===== src/rtl/shift_add_mul_pkg.sv =====
// Shared types and constants for the shift_add_mul sequential multiplier.
// The package name is fixed by the surrounding datapath, not by the file name.
package mul_seq_pkg;

  typedef enum logic [1:0] {
    S_IDLE,
    S_RUN,
    S_DONE
  } state_t;

  localparam int DEFAULT_WIDTH = 32;

  // The counter must hold WIDTH itself, which is one past the last step index.
  function automatic int cnt_width(input int width);
    return $clog2(width) + 1;
  endfunction

endpackage


===== src/rtl/shift_add_mul_if.sv =====
// Operand/product valid-ready bundle for shift_add_mul.
// The master side is the pipeline control; the slave side is the multiplier.
interface shift_add_mul_if
  import mul_seq_pkg::*;
#(
  parameter int WIDTH = DEFAULT_WIDTH
);

  logic               in_valid;
  logic               in_ready;
  logic [WIDTH-1:0]   a;
  logic [WIDTH-1:0]   b;
  logic               out_valid;
  logic               out_ready;
  logic [2*WIDTH-1:0] product;

  modport master (
    output in_valid,
    output a,
    output b,
    output out_ready,
    input  in_ready,
    input  out_valid,
    input  product
  );

  modport slave (
    input  in_valid,
    input  a,
    input  b,
    input  out_ready,
    output in_ready,
    output out_valid,
    output product
  );

endinterface


===== src/rtl/shift_add_mul_add.sv =====
// add_cout: purely combinational WIDTH-bit ripple-carry adder with carry-out.
// Built as an explicit full-adder chain so it maps to one carry chain.
module add_cout #(
  parameter int WIDTH = 32
) (
  input  logic [WIDTH-1:0] a,
  input  logic [WIDTH-1:0] b,
  output logic [WIDTH-1:0] sum,
  output logic             cout
);

  logic [WIDTH:0] carry;

  assign carry[0] = 1'b0;

  for (genvar gi = 0; gi < WIDTH; gi++) begin : g_fa
    assign sum[gi]     = a[gi] ^ b[gi] ^ carry[gi];
    assign carry[gi+1] = (a[gi] & b[gi]) | (carry[gi] & (a[gi] ^ b[gi]));
  end

  assign cout = carry[WIDTH];

endmodule


===== src/rtl/shift_add_mul.sv =====
// shift_add_mul: multi-cycle unsigned MUL unit, one shift-and-add step per clock.
// Define MUL_EARLY_EXIT_EN to finish as soon as the remaining multiplier bits are zero.
module shift_add_mul
  import mul_seq_pkg::*;
#(
  parameter int WIDTH = DEFAULT_WIDTH
) (
  input  logic           clk,
  input  logic           rst,
  shift_add_mul_if.slave bus
);

  localparam int             CW        = cnt_width(WIDTH);
  localparam logic [CW-1:0]  LAST_STEP = CW'(WIDTH - 1);

  state_t           state_q,   state_d;
  logic [WIDTH-1:0] mcand_q,   mcand_d;
  logic [WIDTH-1:0] mplr_q,    mplr_d;
  logic [WIDTH-1:0] acc_hi_q,  acc_hi_d;
  logic [WIDTH-1:0] prod_lo_q, prod_lo_d;
  logic [CW-1:0]    cnt_q,     cnt_d;

  logic [WIDTH-1:0] addend;
  logic [WIDTH-1:0] sum;
  logic             cout;

  assign addend = mplr_q[0] ? mcand_q : '0;

  add_cout #(
    .WIDTH (WIDTH)
  ) u_add (
    .a    (acc_hi_q),
    .b    (addend),
    .sum  (sum),
    .cout (cout)
  );

`ifdef MUL_EARLY_EXIT_EN
  // With no multiplier bits left, the remaining steps would only shift right.
  logic [CW-1:0]      steps_left;
  logic [2*WIDTH-1:0] drained;

  assign steps_left = CW'(WIDTH) - cnt_q;
  assign drained    = {acc_hi_q, prod_lo_q} >> steps_left;
`endif

  always_comb begin
    state_d   = state_q;
    mcand_d   = mcand_q;
    mplr_d    = mplr_q;
    acc_hi_d  = acc_hi_q;
    prod_lo_d = prod_lo_q;
    cnt_d     = cnt_q;

    unique case (state_q)
      S_IDLE: begin
        if (bus.in_valid) begin
          mcand_d   = bus.a;
          mplr_d    = bus.b;
          acc_hi_d  = '0;
          prod_lo_d = '0;
          cnt_d     = '0;
          state_d   = S_RUN;
        end
      end

      S_RUN: begin
`ifdef MUL_EARLY_EXIT_EN
        if (mplr_q == '0) begin
          {acc_hi_d, prod_lo_d} = drained;
          state_d               = S_DONE;
        end else begin
`else
        begin
`endif
          // Carry-out becomes the new top bit; the sum's LSB retires into prod_lo.
          acc_hi_d  = {cout, sum[WIDTH-1:1]};
          prod_lo_d = {sum[0], prod_lo_q[WIDTH-1:1]};
          mplr_d    = mplr_q >> 1;
          cnt_d     = cnt_q + CW'(1);
          if (cnt_q == LAST_STEP) begin
            state_d = S_DONE;
          end
        end
      end

      S_DONE: begin
        if (bus.out_ready) begin
          state_d = S_IDLE;
        end
      end

      default: begin
        state_d = S_IDLE;
      end
    endcase
  end

  always_ff @(posedge clk or posedge rst) begin
    if (rst) begin
      state_q   <= S_IDLE;
      mcand_q   <= '0;
      mplr_q    <= '0;
      acc_hi_q  <= '0;
      prod_lo_q <= '0;
      cnt_q     <= '0;
    end else begin
      state_q   <= state_d;
      mcand_q   <= mcand_d;
      mplr_q    <= mplr_d;
      acc_hi_q  <= acc_hi_d;
      prod_lo_q <= prod_lo_d;
      cnt_q     <= cnt_d;
    end
  end

  assign bus.in_ready  = (state_q == S_IDLE);
  assign bus.out_valid = (state_q == S_DONE);
  assign bus.product   = {acc_hi_q, prod_lo_q};

endmodule


===== src/flat_wrapper.sv =====
// flat-port wrapper written by rule: the top's interface ports become plain ports
module shift_add_mul_flat import mul_seq_pkg::*;
#(
  parameter int WIDTH = DEFAULT_WIDTH
)
  (clk, rst, bus_in_valid, bus_a, bus_b, bus_out_ready, bus_in_ready, bus_out_valid, bus_product);
  shift_add_mul_if #(.WIDTH(WIDTH)) bus_i ();
  input  logic clk;
  input  logic rst;
  input wire logic [$bits(bus_i.in_valid)-1:0] bus_in_valid;
  input wire logic [$bits(bus_i.a)-1:0] bus_a;
  input wire logic [$bits(bus_i.b)-1:0] bus_b;
  input wire logic [$bits(bus_i.out_ready)-1:0] bus_out_ready;
  output wire logic [$bits(bus_i.in_ready)-1:0] bus_in_ready;
  output wire logic [$bits(bus_i.out_valid)-1:0] bus_out_valid;
  output wire logic [$bits(bus_i.product)-1:0] bus_product;
  assign bus_i.in_valid = bus_in_valid;
  assign bus_i.a = bus_a;
  assign bus_i.b = bus_b;
  assign bus_i.out_ready = bus_out_ready;
  assign bus_in_ready = bus_i.in_ready;
  assign bus_out_valid = bus_i.out_valid;
  assign bus_product = bus_i.product;
  shift_add_mul #(.WIDTH(WIDTH)) u_core (.clk(clk), .rst(rst), .bus(bus_i));
endmodule

===== config.mk =====
export PLATFORM = sky130hd
export DESIGN_NAME = shift_add_mul_flat
export DESIGN_NICKNAME = d
export VERILOG_FILES = /design/src/rtl/shift_add_mul_pkg.sv /design/src/rtl/shift_add_mul_if.sv /design/src/rtl/shift_add_mul_add.sv /design/src/rtl/shift_add_mul.sv /design/src/flat_wrapper.sv
export SDC_FILE = /design/constraint.sdc
export NUM_CORES = 1
export LEC_CHECK = 0
export BUFFER_PORTS_ARGS = -buffer_cell sky130_fd_sc_hd__buf_2
export CAP_MARGIN = 15
export CORE_MARGIN = 4
export CORE_UTILIZATION = 55
export DETAILED_ROUTE_END_ITERATION = 10
export PLACE_DENSITY = 0.8
export REMOVE_ABC_BUFFERS = 1
export SYNTH_ARGS = -nofsm -noshare
export SYNTH_HDL_FRONTEND = slang
export SYNTH_SLANG_ARGS = --single-unit

===== constraint.sdc =====
create_clock -name clk -period 16.1 [get_ports clk]
set_input_delay 2.415 -clock clk [delete_from_list [all_inputs] [get_ports clk]]
set_output_delay 2.415 -clock clk [all_outputs]
set_load 0.005 [all_outputs]

==> impl_metrics.ini, run 1 <==
[place]
dp_hpwl_mm = 9.49
dpl-instance-area_sq_mm = 0.00702
gp_congestion = 0.872
io_buffer_count = 133

[worst_setup_path]
rr_startpoint = u_core.mplr_q[0]
required_ns = 16.36
crit_path_start_kind = flop
critPathArrivalTime_ns = 13.78
cp_slowest_cell = fa_1
worst-path-stages = 38
cp-end-kind = flop
r2r_setup_slack_ns = 2.58
path_delay_family = adder cells
worstSetupPathType = reg -> reg
crit_end = u_core.acc_hi_q[30]
critical_path.max_fanout = 33
startpoint = u_core.mplr_q[0]
reg2reg_depth = 38
r2r_end = u_core.acc_hi_q[30]
path_common_cell = fa_1
crit_buf_inv = 4
slowest_delay_ns = 0.47

[synth]
synth_area_per_cell_sq_um = 9.49
ys_seq_area_share_pct = 53.8
synth.distinct_cells = 29
synth_top_area_cell = dfrtp_1
synth_top_area_share_pct = 53.8
synth_cells = 666
syn_area_sq_mm = 0.00632
synth_area_leaders = dfrtp_1 54%, nand2_1 14%, fa_1 9.8%
yosysWarnings = 0
synth_seq_cells = 136

[pwr]
p_leak_nw = 3.81
peakVddDrop_mv = 0.110
power_density_mw_per_mm2 = 191

[floorplanning]
io_pins = 134
core_area_sq_mm = 0.0110
dieHeight_microns = 115
fp.dieW_microns = 115
initial_core_util_pct = 57.3
rows = 38
dieArea_sq_mm = 0.0133

[run]
maxCapViolations = 0

[clock_network]
cts.clk_slew.worst_paths_ns = 0.06
cts_buffer_depth = 2
cts_max_level = 4
post_cts_resized = 0
cts_tree = built
root_buffer = clkbuf_16
worstSkewPairLatency_ns = 0.42
cts_hold_buffers = 0
numCtsBuffers = 17
post_cts_buffers = 0
cts.sinks = 136

[detailed_routing]
drtPass1Iterations = 5
first_iter_violations = 537
via_count = 5131
drc_errors = 0
wl_per_cell_microns = 15.9
routed_wl_mm = 14.8
via_per_inst = 5.50
antenna_left = 0

[worst_hold_path]
hp-class = reg -> reg
hold_depth = 2

[final_layout]
drive_gt1_share_pct = 22.6
layout.nets = 881
finalInstanceArea_sq_mm = 0.00768
layout-area-overhead-vs-synth_pct = 21.6
antenna_cells = 0

[timing]
report.final.hold_viol_count = 0
setup_violations = 0
finalCritPeriodShare_pct = 84.0
clock.fmax_mhz = 73.9
fin_setup_tns_ns = 0
rsz0062_at_grt = false
slew_headroom_pct = 33.1
min_period_ns = 13.52
finClkSkew_ns = 0.00461
slew_viol_final = 0
worstMarginPinSlew_ns = 1.00

[global_routing]
grt_pass1_wl_mm = 24.6
grt_max_degree = 102
grt_pass1_vias = 5202
grt.overflow.total = 0
antenna_found_initial = 0
grt_usage_pct = 23.5

[outcome]
status = complete, no violations
per-layer routing:
metal | share of wire, % | vias to the layer above | track usage [%]
li1 | - | 2391 | -
met1 | 41 | 2523 | 31.3
met2 | 50 | 183 | 37.8
met3 | 5.7 | 34 | 4.68
met4 | 3.0 | 0 | 10.5
met5 | 0 | - | 0
cell usage in the layout (no fill, tap or decap), types with 2 or more instances in the layout:
cell type / count
and2_1: 2
a22oi_1: 31
bufinv_16: 2
o21ai_1: 11
clkbuf_8: 7
clkinv_2: 4
buf_4: 6
clkbuf_16: 17
o21ai_0: 56
buf_16: 2
buf_2: 133
dfrtp_1: 136
nand3_1: 67
inv_1: 34
fa_1: 31
a21oi_1: 2
ha_1: 2
nand2_1: 231
sequential cells by signal, summed over array words and instances, names as in the netlist:
| signal | count |
|---|---|
| u_core.state_q | 2 |
| u_core.acc_hi_q | 32 |
| u_core.prod_lo_q | 32 |
| u_core.mplr_q | 32 |
| u_core.mcand_q | 32 |
| u_core.cnt_q | 6 |
synthesized netlist by cell type:
| cell | count |
|---|---|
| a22o_1 | 1 |
| nand2b_1 | 1 |
| and2_1 | 2 |
| nor3b_2 | 1 |
| o21ai_1 | 11 |
| buf_1 | 1 |
| ha_1 | 2 |
| nand3_1 | 67 |
| o21bai_2 | 1 |
| nor2_1 | 1 |
| a22oi_1 | 31 |
| inv_1 | 35 |
| buf_6 | 2 |
| or3b_1 | 1 |
| o311ai_0 | 1 |
| clkbuf_1 | 15 |
| a41oi_1 | 1 |
| nor3b_1 | 1 |
| nor3_1 | 1 |
| a21oi_1 | 2 |
| xor2_1 | 1 |
| fa_1 | 31 |
| o31ai_1 | 1 |
| o41ai_1 | 1 |
| buf_2 | 28 |
| o21ai_0 | 56 |
| nand2_1 | 231 |
| dfrtp_1 | 136 |
| nor2b_1 | 3 |
where the power goes:
part	internal, mW	switching (mW)
Combinational	0.200	0.260
Clock	0.256	0.141
Sequential	0.500	0.113
Total	0.956	0.514
final cells by class:
class,instances,area (sq um)
clock buffer,25,526
sequential,136,3400
inverter,35,136
timing repair buffer,141,766
tap,140,175
fill,866,3350
clock inverter,7,87.6
multi-input combinational,449,2590
how the worst min path moves through the flow:
stage / from / to
6_report: u_core.mcand_q[0] / u_core.mcand_q[0]
5_1_grt: u_core.cnt_q[5] / u_core.cnt_q[5]
4_1_cts: u_core.mcand_q[0] / u_core.mcand_q[0]
3_5_place_dp: u_core.mcand_q[0] / u_core.mcand_q[0]
3_3_place_gp: u_core.mcand_q[0] / u_core.mcand_q[0]
2_1_floorplan: u_core.mcand_q[30] / u_core.mcand_q[30]
stage by stage:
step | util, % | hold slack (ns) | setup slack [ns] | power [mW] | cells
4_1_cts | 69.2 | 0.470 | 2.48 | 1.48 | 931
3_5_place_dp | 63.6 | 0.456 | 2.59 | 1.08 | 899
3_3_place_gp | 63.6 | 0.451 | 2.93 | 1.04 | 899
5_1_grt | 69.7 | 0.494 | 2.14 | 1.59 | 933
2_1_floorplan | - | 0.437 | 2.98 | 0.873 | 620
6_report | 69.7 | 0.472 | 2.58 | 1.47 | 933
worst reg2reg max path: cells and delay by family, from the launching register on:
| kind | cells | cell delay, ns |
|---|---|---|
| AOI/OAI and AO/OA | 1 | 0.08 |
| adders and majority gates | 32 | 12.25 |
| buffers and inverters | 4 | 0.49 |
| DFF | 1 | 0.32 |
| and+or+nand+nor | 1 | 0.20 |
cells by family after synthesis:
kind of cell / Yosys count / synth area share [%]
AND/OR/NAND/NOR: 309 / 20.2
flip-flops: 136 / 53.8
AO/OA/AOI/OAI: 106 / 10.0
buffers and inverters: 81 / 5.60
adder cells (fa/ha/maj): 33 / 10.2
XOR/XNOR: 1 / 0.139
Power figures use the tool's default switching activity.
==> run 2, diff against run 1 <==
--- a/config.mk
+++ b/config.mk
@@ -8,9 +8,9 @@
 export BUFFER_PORTS_ARGS = -buffer_cell sky130_fd_sc_hd__buf_2
 export CAP_MARGIN = 15
 export CORE_MARGIN = 4
-export CORE_UTILIZATION = 55
+export CORE_UTILIZATION = 49
 export DETAILED_ROUTE_END_ITERATION = 10
-export PLACE_DENSITY = 0.8
+export PLACE_DENSITY = 0.76
 export REMOVE_ABC_BUFFERS = 1
 export SYNTH_ARGS = -nofsm -noshare
 export SYNTH_HDL_FRONTEND = slang
==> constraint.sdc (replaced) <==
create_clock -name clk -period 12.23 [get_ports clk]
set_input_delay 1.8345 -clock clk [delete_from_list [all_inputs] [get_ports clk]]
set_output_delay 1.8345 -clock clk [all_outputs]
set_load 0.005 [all_outputs]
==> run 2 against run 1 <==
Die area is 11% higher. Critical endpoint unchanged. Sequential share of layout area decreased by 0.35 points. Clock skew grew 0.0052 ns. Hold slack better by 0.0010 ns. Combinational power grew 36%. Clock power increased by 20%. Sequential cell count did not move. Fmax rose by 13%. Cell count increased by 4.0%. Critical path type unchanged. First-iteration DRC count fell by 18%. Critical path depth fell by 1. Largest cell class unchanged.
==> impl_metrics.ini, run 2 (same netlist as run 1, synthesis figures left out) <==
[final_layout]
layout-area-overhead-vs-synth_pct = 22.5
layout_commonest_cell = nand2_1
drive_gt1_share_pct = 25.7
antenna_cells = 0
final_cell_mix = 231 x nand2_1, 136 x dfrtp_1, 133 x buf_2, 67 x nand3_1, 56 x o21ai_0
layout.nets = 887

[place]
dp_slack_ns = -0.929
io_buffer_count = 133
gp_congestion = 0.828
dp_hpwl_mm = 9.41

[clock_network]
numCtsBuffers = 17
worstSkewPairLatency_ns = 0.41
cts_max_level = 4
cts.sinks = 136
cts_hold_buffers = 0
cts_tree = built
root_buffer = clkbuf_16
cts_buffer_depth = 2
cts.clk_slew.worst_paths_ns = 0.05

[timing]
worstMarginPinSlew_ns = 0.962
slew_headroom_pct = 35.8
finalCritPeriodShare_pct = 97.6
report.final.hold_viol_count = 0
finClkSkew_ns = 0.00978
slew_viol_final = 0
min_period_ns = 11.94
setup_ws_ns = 0.291
setup_violations = 0
fin_setup_tns_ns = 0
clock.fmax_mhz = 83.8
whs_ns = 0.473

[pwr]
clock_power_share_pct = 25.0
power_density_mw_per_mm2 = 247
p_comb_share_pct = 32.9
p_sw_share_pct = 35.1
internal_power_mw = 1.24
switching_power_uw = 670
power.total_mw = 1.91
peakVddDrop_mv = 0.116
p_leak_nw = 3.80
pwr-share-seq_pct = 42.1

[worst_setup_path]
path_common_cell = fa_2
cp-end-kind = flop
slowest_delay_ns = 0.47
cp_slowest_cell = fa_1
required_ns = 12.48
crit_path_start_kind = flop
worstSetupPathType = reg -> reg
critical_path.max_fanout = 2
critPathArrivalTime_ns = 12.19

[detailed_routing]
via_count = 5091
drtPass1Iterations = 5
first_iter_violations = 439
wl_per_cell_microns = 15.0
antenna_left = 0
via_per_inst = 5.25
routed_wl_mm = 14.6
drc_errors = 0

[floorplanning]
fp.dieW_microns = 122
rows = 41
dieHeight_microns = 122
initial_core_util_pct = 50.1
core_area_sq_mm = 0.0126
dieArea_sq_mm = 0.0148
io_pins = 134

[global_routing]
grt_usage_pct = 20.7
antenna_found_initial = 0
grt_pass1_vias = 5104
grt_max_degree = 102
grt_pass1_wl_mm = 24.3
grt.overflow.total = 0

[worst_hold_path]
hp-class = reg -> reg

[outcome]
status = complete, no violations

[run]
maxCapViolations = 0
-- run 2: cell count changes in the layout (fill, tap and decap cells not counted), moves of 2 or more --
cell,before,now
fa_1,31,5
clkbuf_1,1,5
buf_16,2,0
buf_4,6,13
fa_2,0,26
clkinv_2,4,1
bufinv_16,2,0
-- run 2: layout make-up --
| cell class | instances | area, sq um |
|---|---|---|
| clock buffer | 30 | 554 |
| multi-input combinational | 449 | 2650 |
| sequential | 136 | 3400 |
| inverter | 35 | 136 |
| fill | 1079 | 4870 |
| clock inverter | 1 | 5.00 |
| tap | 172 | 215 |
| timing repair buffer | 147 | 783 |
-- run 2: metal layers --
metal  up-vias  global-route usage [%]  routed length, microns
met2       125                    35.0                    7670
li1       2406                       -                       -
met3        18                    4.92                     661
met1      2542                    26.0                    6010
met5         -                       0                       0
met4         0                    7.63                     221
-- run 2: worst max-delay path, delay by kind of cell, from the launching register on --
family	cells	cell delay, ns
and+or+nand+nor	1	0.13
buffers and inverters	3	0.18
DFF	1	0.34
AOI/OAI and AO/OA	1	0.08
adders and majority gates	32	11.00
-- run 2: power by group through the flow --
stage	logic, mW	clock network (mW)	registers [mW]
floorplan	0.352	0	0.797
CTS	0.632	0.486	0.803
global route	0.734	0.510	0.830
global placement	0.582	0	0.794
finish	0.628	0.477	0.804
detailed placement	0.617	0	0.807
-- run 2: timing repair --
action | CTS | global route
pin swaps | 1 | 1
endpoints found under the setup margin | 4 | 3
buffers inserted | 0 | 1
gates resized for setup | 21 | 5
-- run 2: path summary, 6_finish.rpt --
kind / depth (start not counted) / endpoint / startpoint / slack (ns)
worst min register to register: 2 / u_core.mcand_q[30] / u_core.mcand_q[30] / 0.47
min in group asynchronous: 2 / u_core.prod_lo_q[18] / rst / 1.47
max in group asynchronous: 3 / u_core.mcand_q[15] / rst / 9.36
worst min-delay path: 2 / u_core.mcand_q[30] / u_core.mcand_q[30] / 0.47
worst max-delay path: 37 / u_core.acc_hi_q[30] / u_core.mcand_q[0] / 0.29
worst max register to register: 37 / u_core.acc_hi_q[30] / u_core.mcand_q[0] / 0.29
-- run 2: per-stage QoR --
step                cells  cell area, sq um  utilization (%)
CTS                   968              7700             61.1
floorplan             620              6100                -
finish                970              7740             61.4
global placement      937              7090             56.2
detailed placement    937              7090             56.2
global route          970              7740             61.4
==> run 3, diff against run 2 <==
--- a/config.mk
+++ b/config.mk
@@ -8,9 +8,10 @@
 export BUFFER_PORTS_ARGS = -buffer_cell sky130_fd_sc_hd__buf_2
 export CAP_MARGIN = 15
 export CORE_MARGIN = 4
-export CORE_UTILIZATION = 49
+export CORE_UTILIZATION = 51
+export CTS_BUF_LIST = sky130_fd_sc_hd__clkbuf_8
 export DETAILED_ROUTE_END_ITERATION = 10
-export PLACE_DENSITY = 0.76
+export PLACE_DENSITY = 0.78
 export REMOVE_ABC_BUFFERS = 1
 export SYNTH_ARGS = -nofsm -noshare
 export SYNTH_HDL_FRONTEND = slang
==> run 3 against run 2 <==
First-iteration DRC count is 0.23% higher. Cell count is 0.62% lower. Combinational power is 2% lower. Setup slack better by 0.015 ns. Global-route usage is 0.47 points lower. Critical path type unchanged.
==> impl_metrics.ini, run 3 (same netlist as run 1, synthesis figures left out) <==
[final_layout]
layout.nets = 885
drive_gt1_share_pct = 25.5
finish.utilization_pct = 62.1
layout_commonest_cell = nand2_1
antenna_cells = 0
layout-area-overhead-vs-synth_pct = 18.6
final_cell_mix = 231 x nand2_1, 136 x dfrtp_1, 133 x buf_2, 67 x nand3_1, 56 x o21ai_0
instances_no_fill = 964

[global_routing]
grt_usage_pct = 20.2
grt_max_degree = 102
antenna_found_initial = 0
grt_pass1_wl_mm = 23.1
grt.overflow.total = 0
grt_pass1_vias = 4755

[clock_network]
post_cts_resized = 16
cts.clk_slew.worst_paths_ns = 0.07
cts.sinks = 136
numCtsBuffers = 17
worstSkewPairLatency_ns = 0.45
post_cts_buffers = 0
cts_hold_buffers = 0
root_buffer = clkbuf_8
cts_buffer_depth = 2
cts_tree = built
cts_max_level = 4

[detailed_routing]
via_per_inst = 5.21
wl_per_cell_microns = 14.7
drtPass1Iterations = 6
via_count = 5018
antenna_left = 0
drc_errors = 0
routed_wl_mm = 14.1
first_iter_violations = 440

[timing]
clock.fmax_mhz = 83.9
slew_viol_final = 0
finalCritPeriodShare_pct = 97.5
finClkSkew_ns = 0.0131
setup_violations = 0
rsz0062_at_grt = false
report.final.hold_viol_count = 0
slew_headroom_pct = 36.7
min_period_ns = 11.92
worstMarginPinSlew_ns = 0.948

[worst_setup_path]
critPathArrivalTime_ns = 12.21
r2r_setup_slack_ns = 0.31
slowest_delay_ns = 0.46
rr_startpoint = u_core.mcand_q[0]
critical_path.max_fanout = 2
reg2reg_depth = 37
path_common_cell = fa_2
cp-end-kind = flop
cp_slowest_cell = fa_1
crit_path_start_kind = flop
worstSetupPathType = reg -> reg
required_ns = 12.51
r2r_end = u_core.acc_hi_q[30]

[floorplanning]
rows = 40
io_pins = 134
dieArea_sq_mm = 0.0142
dieHeight_microns = 119
initial_core_util_pct = 52.4
core_area_sq_mm = 0.0121
fp.dieW_microns = 119

[place]
io_buffer_count = 133
dp_cells = 932
dp_hpwl_mm = 9.22
gp_congestion = 0.795

[pwr]
p_sw_share_pct = 37.8
p_comb_share_pct = 35.6
p_leak_nw = 3.70
peakVddDrop_mv = 0.116
switching_power_uw = 652
clock_power_share_pct = 17.9
internal_power_mw = 1.08
pwr-share-seq_pct = 46.4
power_density_mw_per_mm2 = 230

[outcome]
status = complete, no violations

[run]
maxCapViolations = 0

[worst_hold_path]
hold_end = u_core.mcand_q[0]
hp-class = reg -> reg
hold_depth = 2
min_from = u_core.mcand_q[0]
-- run 3: changes by cell type in the layout (fill, tap and decap cells not counted), sizes merged --
cell | previous run | this run
clkinvlp | 0 | 2
inv | 35 | 37
buf | 147 | 145
clkinv | 1 | 8
clkbuf | 30 | 19
-- run 3: area by class of cell --
type                    count  area, sq um
fillers                  1037         4570
flip-flops and latches    136         3400
multi-input cells         449         2650
repair buffers            145          776
clock buffers              19          262
well taps                 168          210
inverters                  35          136
clock inverters            12         62.6
-- run 3: worst max-delay path by stage --
stage,to,from,cells after the start,slack (ns)
2_1_floorplan,u_core.acc_hi_q[30],u_core.mplr_q[0],37,-0.89
3_3_place_gp,u_core.acc_hi_q[30],u_core.mcand_q[0],37,-0.56
3_5_place_dp,u_core.acc_hi_q[30],u_core.mcand_q[0],37,-0.68
4_1_cts,u_core.acc_hi_q[30],u_core.mcand_q[0],37,0.03
5_1_grt,u_core.acc_hi_q[30],u_core.mcand_q[0],37,0.001
6_report,u_core.acc_hi_q[30],u_core.mcand_q[0],37,0.31
-- run 3: critical path, delay by kind of cell, from the launching register on --
kind | cells | cell delay (ns)
AO/OA/AOI/OAI | 1 | 0.08
adder cells (fa/ha/maj) | 32 | 11.04
buffers and inverters | 3 | 0.17
flip-flops | 1 | 0.34
AND/OR/NAND/NOR | 1 | 0.13
-- run 3: power by group through the flow --
stage,Sequential [mW],Clock [mW],Combinational (mW)
floorplan,0.797,0,0.352
global placement,0.795,0,0.576
detailed placement,0.807,0,0.610
CTS,0.800,0.319,0.619
global route,0.829,0.339,0.718
finish,0.802,0.310,0.615
-- run 3: routing by layer --
metal  vias to the layer above  part of all wire [%]  GRT usage (%)
met5                         -                     0              0
met4                         0                   1.9           8.52
met3                        25                   5.1           5.41
met2                       140                    51           32.3
met1                      2455                    42           26.2
li1                       2398                     -              -
-- run 3: stage by stage --
stage	area [sq um]	setup WS, ns	total power, mW	hold slack [ns]	setup TNS (ns)
2_1_floorplan	6100	-0.892	1.15	0.437	-2.60
3_3_place_gp	7090	-0.557	1.37	0.451	-1.36
3_5_place_dp	7090	-0.677	1.42	0.459	-1.76
4_1_cts	7450	0.0289	1.74	0.477	0
5_1_grt	7490	0.00142	1.89	0.501	0
6_report	7490	0.306	1.73	0.478	0
